===== config.mk =====
export PLATFORM = sky130hd
export DESIGN_NAME = memory_request_queue
export DESIGN_NICKNAME = d
export VERILOG_FILES = /design/src/rtl/memory_request_queue_pkg.sv /design/src/rtl/memory_request_queue_request_fifo.sv /design/src/rtl/memory_request_queue.sv
export SDC_FILE = /design/constraint.sdc
export NUM_CORES = 1
export LEC_CHECK = 0
export CAP_MARGIN = 20
export CORE_UTILIZATION = 40
export DETAILED_ROUTE_END_ITERATION = 7
export GPL_TIMING_DRIVEN = 0
export PLACE_DENSITY = 0.74
export SETUP_SLACK_MARGIN = 0.05
export SLEW_MARGIN = 20
export SYNTH_ARGS = -nofsm -noshare
export SYNTH_HDL_FRONTEND = slang
export SYNTH_SLANG_ARGS = --single-unit

===== constraint.sdc =====
create_clock -name clk_i -period 3.25 [get_ports clk_i]
set_input_delay 0.975 -clock clk_i [delete_from_list [all_inputs] [get_ports clk_i]]
set_output_delay 0.975 -clock clk_i [all_outputs]
set_load 0.02 [all_outputs]

===== src/rtl/memory_request_queue_pkg.sv =====
// memory_request_queue_pkg: FSM state encoding and memory command constants
package memory_request_queue_pkg;
    typedef enum logic [1:0] {
        IDLE    = 2'd0,
        ISSUE   = 2'd1,
        WAIT    = 2'd2,
        RESPOND = 2'd3
    } state_t;
    localparam logic READ  = 1'b0;
    localparam logic WRITE = 1'b1;
endpackage


===== src/rtl/memory_request_queue_request_fifo.sv =====
// request_fifo: request storage with wrap-bit pointers, exposing the head entry
module request_fifo
    import memory_request_queue_pkg::*;
#(
    parameter int DATA_WIDTH    = 16,
    parameter int ADDRESS_WIDTH = 3,
    parameter int QUEUE_DEPTH   = 4
) (
    input  logic                     i_clk,
    input  logic                     i_rst,
    input  logic                     i_push,
    input  logic                     i_pop,
    input  logic [ADDRESS_WIDTH-1:0] i_push_addr,
    input  logic [DATA_WIDTH-1:0]    i_push_data,
    input  logic                     i_push_rw,
    output logic                     o_full,
    output logic                     o_empty,
    output logic [ADDRESS_WIDTH-1:0] o_head_addr,
    output logic [DATA_WIDTH-1:0]    o_head_data,
    output logic                     o_head_rw
);
    localparam int IW = $clog2(QUEUE_DEPTH);

    logic [IW:0]              r_wr_ptr;
    logic [IW:0]              r_rd_ptr;
    logic [ADDRESS_WIDTH-1:0] r_addr [QUEUE_DEPTH];
    logic [DATA_WIDTH-1:0]    r_data [QUEUE_DEPTH];
    logic                     r_rw   [QUEUE_DEPTH];
    logic                     w_push;
    logic                     w_pop;

    assign o_full  = (r_wr_ptr[IW-1:0] == r_rd_ptr[IW-1:0]) && (r_wr_ptr[IW] != r_rd_ptr[IW]);
    assign o_empty = r_wr_ptr == r_rd_ptr;
    assign w_push  = i_push && !o_full;
    assign w_pop   = i_pop && !o_empty;

    assign o_head_addr = r_addr[r_rd_ptr[IW-1:0]];
    assign o_head_data = r_data[r_rd_ptr[IW-1:0]];
    assign o_head_rw   = r_rw[r_rd_ptr[IW-1:0]];

    // advance pointers; a push into a full queue is dropped even when a pop happens
    always_ff @(posedge i_clk or posedge i_rst) begin
        if (i_rst) begin
            r_wr_ptr <= '0;
            r_rd_ptr <= '0;
        end else begin
            if (w_push) r_wr_ptr <= r_wr_ptr + (IW+1)'(1);
            if (w_pop)  r_rd_ptr <= r_rd_ptr + (IW+1)'(1);
        end
    end

    // write the accepted request into its slot
    always_ff @(posedge i_clk) begin
        if (w_push) begin
            r_addr[r_wr_ptr[IW-1:0]] <= i_push_addr;
            r_data[r_wr_ptr[IW-1:0]] <= i_push_data;
            r_rw[r_wr_ptr[IW-1:0]]   <= i_push_rw;
        end
    end
endmodule


===== src/rtl/memory_request_queue.sv =====
// memory_request_queue: in-order request queue issuing one memory transaction at a time
module memory_request_queue
    import memory_request_queue_pkg::*;
#(
    parameter int DATA_WIDTH    = 16,
    parameter int ADDRESS_WIDTH = 3,
    parameter int QUEUE_DEPTH   = 4
) (
    input  logic                     clk_i,
    input  logic                     reset_i,
    input  logic [ADDRESS_WIDTH-1:0] req_address_i,
    input  logic [DATA_WIDTH-1:0]    req_write_data_i,
    input  logic                     req_read_write_select_i,
    input  logic                     req_valid_i,
    output logic                     req_ready_o,
    output logic [DATA_WIDTH-1:0]    resp_read_data_o,
    output logic                     resp_is_write_o,
    output logic                     resp_valid_o,
    output logic [ADDRESS_WIDTH-1:0] mem_address_o,
    output logic                     mem_address_valid_o,
    output logic [DATA_WIDTH-1:0]    mem_write_data_o,
    output logic                     mem_write_data_valid_o,
    output logic                     mem_read_write_select_o,
    input  logic [DATA_WIDTH-1:0]    mem_read_data_i,
    input  logic                     mem_read_data_valid_i,
    input  logic                     mem_write_done_i,
    input  logic                     mem_port_ready_i,
    output logic                     busy_o
);
    state_t                   r_state;
    state_t                   w_next;
    logic                     r_alive;
    logic                     r_inflight_write;
    logic [ADDRESS_WIDTH-1:0] r_last_addr;
    logic [DATA_WIDTH-1:0]    r_last_data;
    logic                     r_last_rw;
    logic [DATA_WIDTH-1:0]    r_resp_data;
    logic                     w_full;
    logic                     w_empty;
    logic                     w_push;
    logic                     w_pop;
    logic                     w_done;
    logic [ADDRESS_WIDTH-1:0] w_head_addr;
    logic [DATA_WIDTH-1:0]    w_head_data;
    logic                     w_head_rw;

    // r_alive keeps ready low until the first edge after reset releases
    assign req_ready_o      = r_alive && !w_full;
    assign w_push           = req_valid_i && req_ready_o;
    assign w_pop            = (r_state == ISSUE) && mem_port_ready_i;
    assign w_done           = mem_port_ready_i && (r_inflight_write == WRITE ? mem_write_done_i : mem_read_data_valid_i);
    assign resp_read_data_o = r_resp_data;
    assign busy_o           = !w_empty || (r_state != IDLE);

    request_fifo #(
        .DATA_WIDTH   (DATA_WIDTH),
        .ADDRESS_WIDTH(ADDRESS_WIDTH),
        .QUEUE_DEPTH  (QUEUE_DEPTH)
    ) u_fifo (
        .i_clk      (clk_i),
        .i_rst      (reset_i),
        .i_push     (w_push),
        .i_pop      (w_pop),
        .i_push_addr(req_address_i),
        .i_push_data(req_write_data_i),
        .i_push_rw  (req_read_write_select_i),
        .o_full     (w_full),
        .o_empty    (w_empty),
        .o_head_addr(w_head_addr),
        .o_head_data(w_head_data),
        .o_head_rw  (w_head_rw)
    );

    // next state and outputs; mem_* fields replay the last issued entry outside ISSUE
    always_comb begin
        w_next                  = r_state;
        mem_address_valid_o     = 1'b0;
        mem_write_data_valid_o  = 1'b0;
        mem_address_o           = r_last_addr;
        mem_write_data_o        = r_last_data;
        mem_read_write_select_o = r_last_rw;
        resp_valid_o            = 1'b0;
        resp_is_write_o         = 1'b0;
        case (r_state)
            IDLE: w_next = (!w_empty || w_push) ? ISSUE : IDLE;
            ISSUE: begin
                mem_address_valid_o     = 1'b1;
                mem_write_data_valid_o  = w_head_rw == WRITE;
                mem_address_o           = w_head_addr;
                mem_write_data_o        = w_head_data;
                mem_read_write_select_o = w_head_rw;
                w_next                  = mem_port_ready_i ? WAIT : ISSUE;
            end
            WAIT: w_next = w_done ? RESPOND : WAIT;
            RESPOND: begin
                resp_valid_o    = 1'b1;
                resp_is_write_o = r_inflight_write;
                w_next          = (!w_empty || w_push) ? ISSUE : IDLE;
            end
            default: w_next = IDLE;
        endcase
    end

    // state register
    always_ff @(posedge clk_i or posedge reset_i) begin
        if (reset_i) begin
            r_state <= IDLE;
            r_alive <= 1'b0;
        end else begin
            r_state <= w_next;
            r_alive <= 1'b1;
        end
    end

    // issued-entry hold, in-flight command and read-result capture
    always_ff @(posedge clk_i or posedge reset_i) begin
        if (reset_i) begin
            r_last_addr      <= '0;
            r_last_data      <= '0;
            r_last_rw        <= READ;
            r_inflight_write <= READ;
            r_resp_data      <= '0;
        end else begin
            if (r_state == ISSUE) begin
                r_last_addr <= w_head_addr;
                r_last_data <= w_head_data;
                r_last_rw   <= w_head_rw;
            end
            if (w_pop) r_inflight_write <= w_head_rw;
            if (r_state == WAIT && w_done && r_inflight_write == READ) r_resp_data <= mem_read_data_i;
        end
    end
endmodule


==> results.py <==
metrics = {
    "run_status": {
        "status": "complete, no violations",
    },
    "critical_path": {
        "reg2regPathDepth": 4,
        "cp_num_cells": 4,
        "rrSetupSlack_ns": 0.88,
        "r2r-end": "u_fifo.r_data[1][7]$_DFFE_PP_",
        "cp.required_ns": 2.27,
        "crit_buf_inv": 2,
        "timing.rr.start": "u_fifo.r_rd_ptr[1]$_DFFE_PP0P_",
        "end_kind": "output pin",
        "crit_type": "flop to output pin",
        "path_max_fanout": 5,
        "cp-endpoint": "mem_read_write_select_o",
        "crit_arrival_ns": 2.17,
        "start_kind": "flop",
        "critPathLaunch": "u_fifo.r_rd_ptr[0]$_DFFE_PP0P_",
        "max_stage_delay_ns": 0.62,
        "crit_slowest_cell": "mux4_1",
        "crit_family": "multiplexers",
        "crit_chain": "buf_6 > mux4_1 > mux2_2 > dlygate4sd2_1",
    },
    "placement": {
        "placed_cell_area_sq_um": 6060,
        "gp_congestion": 0.718,
        "dp_hpwl_mm": 5.68,
        "dp_slack_ns": -0.0447,
        "portBuffers": 83,
    },
    "synth": {
        "ys_warn_count": 0,
        "synth_cell_type_count": 29,
        "syn_avg_cell_area_sq_um": 20.6,
        "synth_top_cells_by_area": "edfxtp_1 (48%), dfrtp_1 (23%), mux4_2 (8.1%), mux2_4 (5.4%), mux2_2 (4.5%)",
        "synth_area_sq_um": 5000,
        "syn-instance-count": 243,
        "netlist.area_leader.share_pct": 48.0,
        "yosysTopAreaCell": "edfxtp_1",
        "synth_nets": 294,
        "seq_area_frac_synth_pct": 71.0,
        "ys_ff_latch": 126,
    },
    "cells_and_area": {
        "final_cell_mix": "edfxtp_1 (80), clkdlybuf4s50_1 (62), dfrtp_1 (46)",
        "nFillCells": 986,
        "final_common_cell": "edfxtp_1",
        "drive_gt1_share_pct": 30.6,
        "diodes": 0,
        "num-nets-final": 398,
        "stdcell_area_sq_um": 6680,
        "syn2layout_area_growth_pct": 33.5,
    },
    "detailed_routing": {
        "drtAntennaViolNets": 0,
        "num_vias": 2525,
        "wl_per_cell_um": 17.0,
        "first_pass_iters": 4,
        "vias_per_cell": 4.79,
        "drt-initial-drc-count": 117,
        "drt_wl_total_mm": 8.98,
        "drc": 0,
    },
    "power_and_ir_drop": {
        "power.density_nw_per_um2": 1050,
        "p_leak_uw": 0.00257,
        "peakVddDrop_mv": 0.431,
    },
    "clock_network": {
        "cts_buffers": 17,
        "htreeDepth": 4,
        "ctsLongestPathBuffers": 2,
        "clkTransAtPathRegs_ns": 0.06,
        "cts_root_buffer": "clkbuf_16",
        "numClockSinks": 126,
        "cts_tree": "yes",
        "postCtsSetupRepairBufs": 0,
        "clock_latency_ns": 0.40,
    },
    "timing": {
        "final-max-slew-violation-count": 0,
        "maxSlewHeadroom_pct": 28.1,
        "skew_ns": 0.0209,
        "tightestPinTransition_ns": 1.08,
        "setup_viol": 0,
        "period_share_pct": 96.9,
        "rsz0062_at_grt": "true",
        "fmax_mhz": 318,
        "tns_ns": 0,
        "period_needed_ns": 3.15,
        "hold_viol_final": 0,
        "final.setup.worst_slack_ns": 0.101,
    },
    "min_path": {
        "holdPathStages": 1,
        "holdCritStartpoint": "r_last_addr[0]$_DFF_PP0_",
        "hold_class": "flop to flop",
    },
    "grt": {
        "grt_max_degree": 25,
        "antenna_found_initial": 0,
        "grt_pass1_vias": 2748,
        "grt_overflow": 0,
        "grt_use_total_pct": 14.9,
        "grt_first_pass_wirelength_mm": 14.3,
    },
    "floorplanning": {
        "die_w_um": 114,
        "fp.dieH_um": 114,
        "ios": 84,
        "rows": 40,
        "initial_core_util_pct": 41.3,
        "core_sq_um": 12100,
        "dieArea_sq_um": 13000,
    },
    "run": {
        "cap_violations": 0,
    },
}
[synth_stat cells]
master    number
ha_1           9
edfxtp_1      80
xnor2_1        4
a311o_1        1
o21ai_0        1
nand4b_2       1
a41o_1         1
buf_12         2
xnor2_2        2
o311ai_1       1
clkbuf_1       1
a31oi_1        2
dfrtp_1       46
mux4_2        18
mux2_2        20
and2_1         6
xor2_1         4
a31oi_2        1
inv_1          8
o31a_1         1
nand4_1        1
mux4_1         2
buf_6          1
a21oi_1        1
conb_1         1
buf_2          6
nand2_1        2
mux2_1         2
mux2_4        18
[sequential cells by signal (all words and copies together), names as in the netlist]
name	count
resp_read_data_o	16
r_last_rw	1
r_last_data	16
r_state	2
r_alive	1
r_last_addr	3
u_fifo.r_wr_ptr	3
u_fifo.r_addr	12
r_inflight_write	1
u_fifo.r_rw	4
u_fifo.r_rd_ptr	3
u_fifo.r_data	64
[how the worst min path moves through the flow]
stage	slack, ns	to
2_1_floorplan	0.50	u_fifo.r_wr_ptr[2]$_DFFE_PP0P_
3_3_place_gp	0.48	r_last_addr[0]$_DFF_PP0_
3_5_place_dp	0.48	r_last_data[2]$_DFF_PP0_
4_1_cts	0.49	r_last_addr[0]$_DFF_PP0_
5_1_grt	0.50	r_last_rw$_DFF_PP0_
6_report	0.49	r_last_addr[0]$_DFF_PP0_
[layer usage]
| metal | global-route usage [%] | vias to the layer above | part of all wire, % |
|---|---|---|---|
| li1 | - | 1151 | - |
| met1 | 19.8 | 1298 | 48 |
| met2 | 23.8 | 72 | 47 |
| met3 | 4.36 | 4 | 4.2 |
| met4 | 4.42 | 0 | 0.62 |
| met5 | 0 | - | 0 |
[cell families (layout without fill, tap and decap cells)]
family          Yosys count  after routing  synth area share (%)
mux                      60             60                  19.5
buf+inv                  18            134                  2.30
xor+xnor                 10             10                  2.05
flops                   126            126                  71.0
fa+ha+maj                 9              9                  2.25
compound gates            9              9                  1.45
simple gates             10             10                  1.33
other cells               1              1                0.0750
[layout make-up]
cell class | count | area [sq um] | share of cell area [%]
clock inverter | 13 | 190 | 2.85
tap | 168 | 210 | 3.15
buffer | 10 | 106 | 1.59
multi-input combinational | 99 | 1330 | 20.0
timing repair buffer | 85 | 827 | 12.4
inverter | 8 | 30.0 | 0.450
sequential | 126 | 3550 | 53.2
clock buffer | 18 | 429 | 6.42
[repair_timing]
item	in CTS	in global routing
resized for setup	31	23
hold buffers	0	0
setup endpoints to repair	21	19
[through the flow]
stage	total power [uW]	cells	utilization, %	hold WS, ns
after global routing	7400	527	55.2	0.503
after global placement	5180	494	49.9	0.482
final	7050	527	55.2	0.490
after detailed placement	5250	495	50.1	0.480
after floorplan	4170	243	-	0.502
after CTS	7120	526	55.2	0.493
[where the power goes]
part	switching, uW	leakage [uW]	internal [uW]	total [uW]
clock	678	0.000289	1280	1960
sequential	178	0.00128	2140	2320
combinational	1370	0.000997	1390	2770
No activity file was read; power rests on OpenSTA's default activity.
